### config.mk
export PLATFORM = sky130hd
export DESIGN_NAME = tausworthe_arbiter
export DESIGN_NICKNAME = d
export VERILOG_FILES = /design/src/rtl/tausworthe_arbiter.sv
export SDC_FILE = /design/constraint.sdc
export NUM_CORES = 1
export LEC_CHECK = 0
export ABC_CLOCK_PERIOD_IN_PS = 3000
export CAP_MARGIN = 0
export CORE_ASPECT_RATIO = 0.5
export CORE_MARGIN = 3
export CORE_UTILIZATION = 30
export CTS_CLUSTER_DIAMETER = 40
export DETAILED_ROUTE_END_ITERATION = 12
export PLACE_DENSITY = 0.54
export SLEW_MARGIN = 20
export SYNTH_ARGS = -nofsm -noshare
export SYNTH_HDL_FRONTEND = slang
export SYNTH_SLANG_ARGS = --single-unit
### constraint.sdc
create_clock -name clk -period 3 [get_ports clk]
set_input_delay 0.6 -clock clk [delete_from_list [all_inputs] [get_ports clk]]
set_output_delay 0.6 -clock clk [all_outputs]
set_load 0.03 [all_outputs]
### src/rtl/tausworthe_arbiter.sv
// tausworthe_arbiter: shares one free-running 32-bit Tausworthe word stream
// among N_REQ consumers. After reset, the first WARMUP valid words are thrown
// away. After that, the freshest word sits in a holding register. Each held
// word goes to exactly one requester, picked round-robin.
// Optional feature: define TAUS_ARB_STATS_EN to add the saturating drop_cnt
// port, which counts held words overwritten before anyone took them.
module tausworthe_arbiter #(
  parameter int N_REQ  = 4,
  parameter int WARMUP = 16,
  parameter int CNT_W  = 16
) (
  input  logic             clk,
  input  logic             rst,
  input  logic [31:0]      gen_data,
  input  logic             gen_valid,
  input  logic [N_REQ-1:0] req,
  output logic [N_REQ-1:0] gnt,
  output logic [31:0]      rnd_data,
  output logic             rnd_valid,
  output logic             ready
`ifdef TAUS_ARB_STATS_EN
  ,
  output logic [CNT_W-1:0] drop_cnt
`endif
);

  localparam int PTR_W = (N_REQ > 1) ? $clog2(N_REQ) : 1;
  // Index of the last discarded word; clamped so WARMUP==0 still elaborates.
  localparam int WARM_LAST = (WARMUP > 0) ? WARMUP - 1 : 0;

  typedef enum logic {ST_WARMUP, ST_RUN} state_t;

  state_t             state_q, state_d;
  logic [CNT_W-1:0]   warm_cnt_q, warm_cnt_d;
  logic               hold_full_q, hold_full_d;
  logic [31:0]        hold_data_q, hold_data_d;
  logic [PTR_W-1:0]   rr_ptr_q, rr_ptr_d;
  logic [N_REQ-1:0]   gnt_q, gnt_d;
  logic [31:0]        rnd_data_q, rnd_data_d;
  logic               rnd_valid_q, rnd_valid_d;
  logic               ready_q, ready_d;

  logic               sel_found;
  logic [PTR_W-1:0]   sel_idx;
  logic               grant;

  // Adds an offset below N_REQ to a pointer below N_REQ, modulo N_REQ.
  // A single subtract is enough because the sum stays below 2*N_REQ.
  function automatic logic [PTR_W-1:0] wrap_add(input logic [PTR_W-1:0] p,
                                                input int k);
    int s;
    s = int'(p) + k;
    if (s >= N_REQ) s = s - N_REQ;
    return PTR_W'(s);
  endfunction

  // Round-robin pick: the first set req bit, searching from rr_ptr upward.
  // The loop runs from the far end downward, so the nearest hit is written last and wins.
  always_comb begin
    sel_found = 1'b0;
    sel_idx   = '0;
    for (int k = N_REQ - 1; k >= 0; k--) begin
      if (req[wrap_add(rr_ptr_q, k)]) begin
        sel_found = 1'b1;
        sel_idx   = wrap_add(rr_ptr_q, k);
      end
    end
  end

  // A grant consumes the word held before this edge.
  assign grant = (state_q == ST_RUN) && hold_full_q && sel_found;

  // Next-state logic: warm-up counting, the holding register and the registered grant.
  always_comb begin
    state_d     = state_q;
    warm_cnt_d  = warm_cnt_q;
    hold_full_d = hold_full_q;
    hold_data_d = hold_data_q;
    rr_ptr_d    = rr_ptr_q;
    gnt_d       = '0;
    rnd_data_d  = rnd_data_q;
    rnd_valid_d = 1'b0;
    ready_d     = ready_q;
    case (state_q)
      ST_WARMUP: begin
        if (WARMUP == 0) begin
          state_d = ST_RUN;
          ready_d = 1'b1;
        end else if (gen_valid) begin
          warm_cnt_d = warm_cnt_q + 1'b1;
          if (warm_cnt_q == CNT_W'(WARM_LAST)) begin
            state_d = ST_RUN;
            ready_d = 1'b1;
          end
        end
      end
      default: begin
        if (grant) begin
          gnt_d[sel_idx] = 1'b1;
          rnd_data_d     = hold_data_q;
          rnd_valid_d    = 1'b1;
          rr_ptr_d       = wrap_add(sel_idx, 1);
        end
        // A new word always lands; it either refills behind a consume or
        // overwrites an unclaimed word, so the freshest word wins.
        if (gen_valid) begin
          hold_data_d = gen_data;
          hold_full_d = 1'b1;
        end else if (grant) begin
          hold_full_d = 1'b0;
        end
      end
    endcase
  end

  // State register; reset aborts any pending delivery and restarts warm-up.
  always_ff @(posedge clk or posedge rst) begin
    if (rst) begin
      state_q     <= ST_WARMUP;
      warm_cnt_q  <= '0;
      hold_full_q <= 1'b0;
      hold_data_q <= '0;
      rr_ptr_q    <= '0;
      gnt_q       <= '0;
      rnd_data_q  <= '0;
      rnd_valid_q <= 1'b0;
      ready_q     <= 1'b0;
    end else begin
      state_q     <= state_d;
      warm_cnt_q  <= warm_cnt_d;
      hold_full_q <= hold_full_d;
      hold_data_q <= hold_data_d;
      rr_ptr_q    <= rr_ptr_d;
      gnt_q       <= gnt_d;
      rnd_data_q  <= rnd_data_d;
      rnd_valid_q <= rnd_valid_d;
      ready_q     <= ready_d;
    end
  end

  assign gnt       = gnt_q;
  assign rnd_data  = rnd_data_q;
  assign rnd_valid = rnd_valid_q;
  assign ready     = ready_q;

`ifdef TAUS_ARB_STATS_EN
  logic [CNT_W-1:0] drop_cnt_q, drop_cnt_d;

  // Drop counter: a full holding register overwritten with no consume, saturating.
  always_comb begin
    drop_cnt_d = drop_cnt_q;
    if ((state_q == ST_RUN) && gen_valid && hold_full_q && !grant &&
        (drop_cnt_q != {CNT_W{1'b1}}))
      drop_cnt_d = drop_cnt_q + 1'b1;
  end

  // Drop counter register.
  always_ff @(posedge clk or posedge rst) begin
    if (rst) drop_cnt_q <= '0;
    else     drop_cnt_q <= drop_cnt_d;
  end

  assign drop_cnt = drop_cnt_q;
`endif

endmodule

==> flow_summary.ini, run 1 <==
[clock_network]
cts_resized = 0
cts_root_buf = clkbuf_16
insertion_delay_ns = 0.34
hold_buffers = 0
cts-buffers-inserted = 9
clock_sinks = 90
post_cts_buffers = 0
htree_levels = 3
cts.path.max_buffers = 2
clkSlewWorstSetupHoldPaths_ns = 0.06
cts_tree = built

[die]
fp-row-count = 27
io-pin-count = 77
die_y_um = 83.3
start_util_pct = 31.7
core_area_um2 = 11300
die_w_um = 161
dieArea_um2 = 13400

[final_layout]
regArea_um2 = 2250
fill_cells = 1064
layout.cells.most_common = nand2_1
multi_input_area_um2 = 1230
layout.nets = 430
drive_gt1_share_pct = 16.2
syn_to_final_growth_pct = 34.9
final_cell_mix = 110 x nand2_1, 90 x dfrtp_1, 76 x clkdlybuf4s50_1
antenna_cells = 0

[pwr]
combPwrFrac_pct = 34.6
p_leak_nw = 2.21
ir_worst_vdd_uv = 317
netSwitchingFraction_pct = 34.2
p_int_mw = 3.22
p_per_area_nw_per_um2 = 1010
clkPwrFrac_pct = 24.9
switchingPower_mw = 1.68
pwr-share-seq_pct = 40.5
total_power_mw = 4.90

[setup_path]
slowest_stage = clkdlybuf4s50_1
worstSetupStartpoint = rnd_data[11]
crit_path_max_incr_delay_ns = 0.68
path_cells = clkdlybuf4s50_1
critPathKind = register to output pin
cp-start-kind = register
end_kind = output pin
path_buf_inv = 1
cpLargestDelayFamily = buffers and inverters
critPathMaxFanout = 2
required_ns = 2.40
crit_arrival_ns = 1.39
timing.rr.start = warm_cnt_q[0]

[hold_path]
min_from = hold_data_q[13]
hp-class = register to register

[drt]
totalWireLength_um = 7400
drt-initial-drc-count = 78
drc_errors = 0
first_pass_iters = 4
ant_nets = 0
num_vias = 2390
via_per_inst = 4.31
wl_per_cell_um = 13.4

[grt]
grt_pass1_wl_um = 12900
antenna_found_initial = 0
grt_overflow = 0
grt_max_degree = 47
globalRouteTotalUtil_pct = 12.1
grt_pass1_vias = 2558

[synthesis]
seq_area_frac_synth_pct = 62.8
synth_nets = 349
syn_area_um2 = 3590
syn_inst = 309
ys_warn_count = 0
syn_avg_cell_area_um2 = 11.6
synth_top_area_share_pct = 62.8
yosysTopAreaCell = dfrtp_1
yosys-top-cells-area = dfrtp_1 63%, nand2_1 12%, mux2_2 10%
ys_ff_latch = 90
yosysUniqueCellTypes = 36

[place]
place.gp.congestion = 0.708
portBuffers = 76
post-dp-hpwl_um = 5110

[timing]
relSlewSlack_pct = 69.6
max_clock_freq_mhz = 502
hold_violations = 0
fin_setup_tns_ns = 0
finClkSkew_ns = 0.00619
period_needed_ns = 1.99
rsz0062_at_grt = no
worst_slew_pin_slew_ns = 0.456
timing.final.crit_share_pct = 66.5
slew_viol_final = 0
finalSetupViolCount = 0

[run_status]
outcome = finished, final reports clean

[job]
cap_violations = 0
flip-flops by register name (all words and copies together), names as in the netlist:
name         flops
gnt              4
hold_data_q     32
hold_full_q      1
ready            1
rnd_data        32
rnd_valid        1
rr_ptr_q         2
state_q          1
warm_cnt_q      16
synthesized netlist by cell type, drive strengths merged:
cell type	number
inv	6
dfrtp	90
nor3	4
nor4	4
a31o	2
a21boi	1
o22ai	1
nand3b	1
o22a	1
nand2b	1
nor2	5
mux2i	1
and3	2
buf	10
and2b	1
xor2	2
xnor2	13
ha	1
nand3	6
nand2	111
o21ai	1
a21oi	3
nand4	6
nor3b	1
and4	1
o41ai	1
o21a	1
mux2	32
cell type report:
| type | count | share of cell area [%] |
|---|---|---|
| Sequential cell | 90 | 46.5 |
| Multi-Input combinational cell | 203 | 25.5 |
| Timing Repair Buffer | 80 | 16.6 |
| Clock buffer | 9 | 4.65 |
| Tap cell | 159 | 4.11 |
| Clock inverter | 7 | 2.04 |
| Inverter | 6 | 0.543 |
routing by layer:
metal | share of wire, % | global-route usage (%)
met1 | 43 | 14.4
met2 | 52 | 21.0
met3 | 3.1 | 3.59
met4 | 1.3 | 4.02
met5 | 0 | 0
cell families after synthesis:
| kind of cell | share of synthesized area (%) |
|---|---|
| fa+ha+maj | 0.349 |
| mux | 10.3 |
| buf+inv | 2.82 |
| simple gates | 17.7 |
| flops | 62.8 |
| compound gates | 2.34 |
| xor+xnor | 3.66 |
per-stage QoR:
stage | utilization (%) | hold WS [ns] | instances | instance area [um^2] | setup slack, ns
after floorplan | - | 0.432 | 309 | 3590 | 0.0647
after global placement | 39.9 | 0.442 | 538 | 4520 | 0.732
after detailed placement | 39.9 | 0.447 | 538 | 4520 | 0.714
after CTS | 42.8 | 0.461 | 554 | 4840 | 0.982
after global routing | 42.8 | 0.481 | 554 | 4840 | 0.959
final | 42.8 | 0.459 | 554 | 4840 | 1.01
worst paths after layout:
check                                 end  slack, ns  cells after the start
setup / recovery             rnd_data[11]       1.01                      1
hold / removal               rnd_data[13]       0.46                      2
setup reg to reg           warm_cnt_q[10]       1.49                      6
hold reg to reg              rnd_data[13]       0.46                      2
max in group asynchronous    rnd_data[26]       1.78                      3
min in group asynchronous          gnt[3]       0.57                      2
worst min-delay path, stage by stage, from the launching register on:
cell	delay [ns]
dfrtp_1	0.33
nand2_1	0.05
nand2_1	0.05
power by group through the flow:
stage                     combinational (mW)  sequential [mW]  clock [mW]
after floorplan                        0.800             2.31           0
after global placement                  1.69             2.01           0
after detailed placement                1.73             2.01           0
after CTS                               1.73             1.99        1.26
after global routing                    1.86             2.05        1.32
final                                   1.69             1.98        1.22
No activity file was read; power rests on OpenSTA's default activity.
==> inputs of run 2 (changes only) <==
--- a/config.mk
+++ b/config.mk
@@ -5,7 +5,7 @@
 export SDC_FILE = /design/constraint.sdc
 export NUM_CORES = 1
 export LEC_CHECK = 0
-export ABC_CLOCK_PERIOD_IN_PS = 3000
+export ABC_CLOCK_PERIOD_IN_PS = 1620
 export CAP_MARGIN = 0
 export CORE_ASPECT_RATIO = 0.5
 export CORE_MARGIN = 3
==> constraint.sdc (replaced) <==
create_clock -name clk -period 1.62 [get_ports clk]
set_input_delay 0.324 -clock clk [delete_from_list [all_inputs] [get_ports clk]]
set_output_delay 0.324 -clock clk [all_outputs]
set_load 0.03 [all_outputs]
==> run 2 against run 1 <==
Compared with the run above:
- critical path depth is 7 higher
- worst setup slack lost 0.90 ns
- utilization is 0.99 points higher
- die area did not move
- flip-flop and latch count is the same
- sequential power up 85%
- sequential share of layout area fell by 1.1 points
- via count increased by 2.4%
- non-clock buffer count increased by 15
- clock power up 67%
- wire length rose by 3.2%
- register-to-register slack worse by 1.3 ns
- largest cell class unchanged
==> flow_summary.ini, run 2 (synthesis gave the netlist of run 1 again) <==
[run_status]
outcome = finished, final reports clean

[timing]
period_needed_ns = 1.51
max_clock_freq_mhz = 662
slew_viol_final = 0
rsz0062_at_grt = no
relSlewSlack_pct = 71.0
timing.hold.ws_ns = 0.335
finClkSkew_ns = 0.00552
fin_ws_ns = 0.110
finalSetupViolCount = 0
hold_violations = 0
timing.final.crit_share_pct = 93.2
worst_slew_pin_slew_ns = 0.431

[clock_network]
cts.path.max_buffers = 2
cts_root_buf = clkbuf_16
clkSlewWorstSetupHoldPaths_ns = 0.06
cts-buffers-inserted = 9
clock_sinks = 90
post_cts_buffers = 0
insertion_delay_ns = 0.33
htree_levels = 3
cts_tree = built

[grt]
globalRouteTotalUtil_pct = 11.9
grt_overflow = 0
grt_max_degree = 37
grt_pass1_vias = 2466
antenna_found_initial = 0
grt_pass1_wl_um = 12700

[pwr]
switchingPower_mw = 3.10
ir_worst_vdd_uv = 658
pwr-share-seq_pct = 41.4
clkPwrFrac_pct = 23.1
p_per_area_nw_per_um2 = 1780
p_int_mw = 5.74
netSwitchingFraction_pct = 35.0
combPwrFrac_pct = 35.5
total_power_mw = 8.84
p_leak_nw = 2.42

[drt]
drc_errors = 0
drt-initial-drc-count = 98
num_vias = 2448
wl_per_cell_um = 13.4
totalWireLength_um = 7640
via_per_inst = 4.30
first_pass_iters = 4
ant_nets = 0

[setup_path]
required_ns = 1.84
critPathMaxFanout = 7
crit_arrival_ns = 1.73
rrSetupSlack_ns = 0.18
rr_endpoint = warm_cnt_q[10]
path_cells = clkdlybuf4s50_1 > o41ai_2 > inv_2 > nand2_4 > inv_4 > buf_4 > nand2_1 > nand2_1
cpLargestDelayFamily = buffers and inverters
path_buf_inv = 4
critPathKind = input port to register
timing.rr.start = warm_cnt_q[1]
crit_path_max_incr_delay_ns = 0.47
cp-start-kind = input port
r2r_cells = 6
cp_common_cell = nand2_1
end_kind = register
slowest_stage = clkdlybuf4s50_1

[place]
pre_cts_ws_ns = -0.254
portBuffers = 76
post-place-cells = 553
placed_cell_area_um2 = 4690
place.gp.congestion = 0.737
post-dp-hpwl_um = 5360

[die]
core_area_um2 = 11300
io-pin-count = 77
fp-row-count = 27
die_w_um = 161
dieArea_um2 = 13400
start_util_pct = 31.7
die_y_um = 83.3

[final_layout]
antenna_cells = 0
drive_gt1_share_pct = 19.3
final_cell_mix = 110 x nand2_1, 90 x dfrtp_1, 38 x clkdlybuf4s50_1, 38 x dlygate4sd2_1, 32 x mux2_2
layout.nets = 445
syn_to_final_growth_pct = 38.0
layout.cells.most_common = nand2_1
fin_cells = 569
fin_area_um2 = 4950

[hold_path]
hp-class = input port to async pin

[job]
cap_violations = 0
-- run 2: changes by cell type in the layout (fill, tap and decap cells not counted), moves of 2 or more --
cell,before,now
buf_4,3,13
bufinv_16,2,0
clkdlybuf4s50_1,76,38
clkbuf_8,0,4
dlygate4sd2_1,0,38
buf_12,1,6
inv_6,3,0
-- run 2: final cells by class --
class                      instances  area (um^2)
fill                            1066         6360
sequential                        90         2250
multi-input combinational        203         1240
timing repair buffer              95          931
clock buffer                      13          280
tap                              159          199
inverter                           6         28.8
clock inverter                     3         21.3
-- run 2: power groups by stage --
stage                     combinational (mW)  sequential [mW]  clock (mW)
final                                   3.14             3.66        2.04
after global routing                    3.43             3.78        2.19
after CTS                               3.20             3.66        2.11
after detailed placement                3.45             3.71           0
after global placement                  3.40             3.70           0
after floorplan                         1.48             4.28           0
-- run 2: per-layer routing --
layer	part of all wire (%)	global-route usage [%]
met1	45	14.6
met2	51	20.5
met3	3.1	2.89
met4	1.2	4.02
met5	0	0
-- run 2: metrics by stage --
stage	setup TNS, ns	util [%]
6_report	0	43.8
2_1_floorplan	0	-
5_1_grt	0	43.8
3_3_place_gp	-11.75	41.5
3_5_place_dp	-13.00	41.5
4_1_cts	0	43.7
-- run 2: how the worst max path moves through the flow --
stage / startpoint / end / cells after the start
detailed placement: req[3] / rnd_data[19] / 8
global placement: req[0] / rr_ptr_q[1] / 6
floorplan: rst / gnt[0] / 1
CTS: req[3] / rnd_data[18] / 8
global route: req[3] / rnd_data[19] / 8
finish: req[3] / rnd_data[18] / 8
-- run 2: what timing repair did --
item                                    in CTS  in global routing
resized for setup                           38                  1
endpoints found under the setup margin      38                  1
pin swaps                                    0                  0
endpoints found under the hold margin        0                  0
hold buffers                                 0                  0
==> inputs of run 3 (changes only) <==
--- a/config.mk
+++ b/config.mk
@@ -13,6 +13,7 @@
 export CTS_CLUSTER_DIAMETER = 40
 export DETAILED_ROUTE_END_ITERATION = 12
 export PLACE_DENSITY = 0.54
+export SKIP_CTS_REPAIR_TIMING = 1
 export SLEW_MARGIN = 20
 export SYNTH_ARGS = -nofsm -noshare
 export SYNTH_HDL_FRONTEND = slang
==> run 3 against run 2 <==
Compared with the run above:
- clock power hardly changed
- combinational power is 6% higher
- via count about the same
- worst hold slack about the same
- critical path depth did not move
- worst setup slack got worse by 0.0019 ns
- largest power group unchanged
==> flow_summary.ini, run 3 (synthesis gave the netlist of run 1 again) <==
[die]
dieArea_um2 = 13400
io-pin-count = 77
start_util_pct = 31.7
core_area_um2 = 11300
fp-row-count = 27
die_y_um = 83.3
die_w_um = 161

[clock_network]
cts_root_buf = clkbuf_16
cts-buffers-inserted = 9
clkSlewWorstSetupHoldPaths_ns = 0.06
htree_levels = 3
cts_tree = built
clock_sinks = 90
cts.path.max_buffers = 2
insertion_delay_ns = 0.33

[setup_path]
required_ns = 1.84
crit_arrival_ns = 1.73
end_kind = register
critPathMaxFanout = 7
cp-start-kind = input port
critPathKind = input port to register

[drt]
via_per_inst = 4.30
first_pass_iters = 4
totalWireLength_um = 7700
num_vias = 2449
drc_errors = 0
ant_nets = 0
drt-initial-drc-count = 93
wl_per_cell_um = 13.5

[timing]
period_needed_ns = 1.51
worst_slew_pin_slew_ns = 0.431
hold_violations = 0
timing.hold.ws_ns = 0.335
slew_viol_final = 0
relSlewSlack_pct = 71.0
timing.final.crit_share_pct = 93.3
rsz0062_at_grt = no
max_clock_freq_mhz = 662
finClkSkew_ns = 0.00586
finalSetupViolCount = 0

[final_layout]
regArea_um2 = 2250
multi_input_area_um2 = 1240
antenna_cells = 0
final_cell_mix = 110 x nand2_1, 90 x dfrtp_1, 38 x clkdlybuf4s50_1, 38 x dlymetal6s2s_1, 32 x mux2_2
layout.nets = 445
syn_to_final_growth_pct = 42.0
drive_gt1_share_pct = 19.3
layout.cells.most_common = nand2_1
fill_cells = 1044
utilization_pct = 45.0

[grt]
globalRouteTotalUtil_pct = 11.9
grt_pass1_wl_um = 12700
grt_pass1_vias = 2475
grt_overflow = 0
grt_max_degree = 37
antenna_found_initial = 0

[place]
post-dp-hpwl_um = 5360
place.gp.congestion = 0.737
portBuffers = 76

[job]
cap_violations = 0

[pwr]
ir_worst_vdd_uv = 713
p_per_area_nw_per_um2 = 1770
p_leak_nw = 2.84

[hold_path]
hp-class = input port to async pin

[run_status]
outcome = finished, final reports clean
-- run 3: changes by cell type in the layout (fill, tap and decap cells not counted) --
cell | before | now
dlygate4sd2_1 | 38 | 0
dlymetal6s2s_1 | 0 | 38
-- run 3: cell type report --
class / instances / area share [%]
clock inverters: 3 / 0.417
clock buffers: 13 / 5.50
flip-flops and latches: 90 / 44.2
repair buffers: 95 / 21.1
multi-input cells: 203 / 24.3
inverters: 6 / 0.565
well taps: 159 / 3.90
-- run 3: worst paths after layout --
kind / startpoint / endpoint / slack (ns) / depth (start not counted)
max: req[3] / rnd_data[18] / 0.11 / 8
min: rst / hold_data_q[17] / 0.34 / 2
max reg2reg: warm_cnt_q[1] / warm_cnt_q[10] / 0.18 / 6
min reg2reg: hold_data_q[13] / rnd_data[13] / 0.45 / 2
max in group asynchronous: rst / gnt[0] / 0.80 / 3
min in group clk: hold_data_q[13] / rnd_data[13] / 0.45 / 2
-- run 3: layer usage --
metal	global-route usage [%]	share of wire, %	vias up
li1	-	-	1209
met1	14.7	45	1203
met2	20.5	51	28
met3	2.89	3.0	9
met4	4.02	1.2	0
met5	0	0	-
-- run 3: where the power goes --
part	leakage [nW]	total, mW	switching, mW	internal (mW)
combinational	1.56	3.33	1.75	1.58
clock	0.148	2.05	0.838	1.21
sequential	1.13	3.66	0.513	3.14
total	2.84	9.04	3.10	5.93
-- run 3: per-stage QoR --
| stage | area (um^2) | setup WS, ns | TNS, ns | total power [mW] | instances |
|---|---|---|---|---|---|
| global placement | 4690 | -0.233 | -11.75 | 7.10 | 553 |
| floorplan | 3590 | 0.246 | 0 | 5.76 | 309 |
| detailed placement | 4690 | -0.254 | -13.00 | 7.15 | 553 |
| global route | 5090 | 0.0194 | 0 | 9.60 | 569 |
| finish | 5090 | 0.108 | 0 | 9.04 | 569 |
| CTS | 4990 | -0.121 | -2.92 | 9.24 | 569 |
-- run 3: worst max-delay path, stage by stage --
cell             delay, ns
clkdlybuf4s50_1       0.47
o41ai_2               0.39
inv_2                 0.08
nand2_4               0.11
inv_4                 0.07
buf_4                 0.16
nand2_1               0.06
nand2_1               0.05
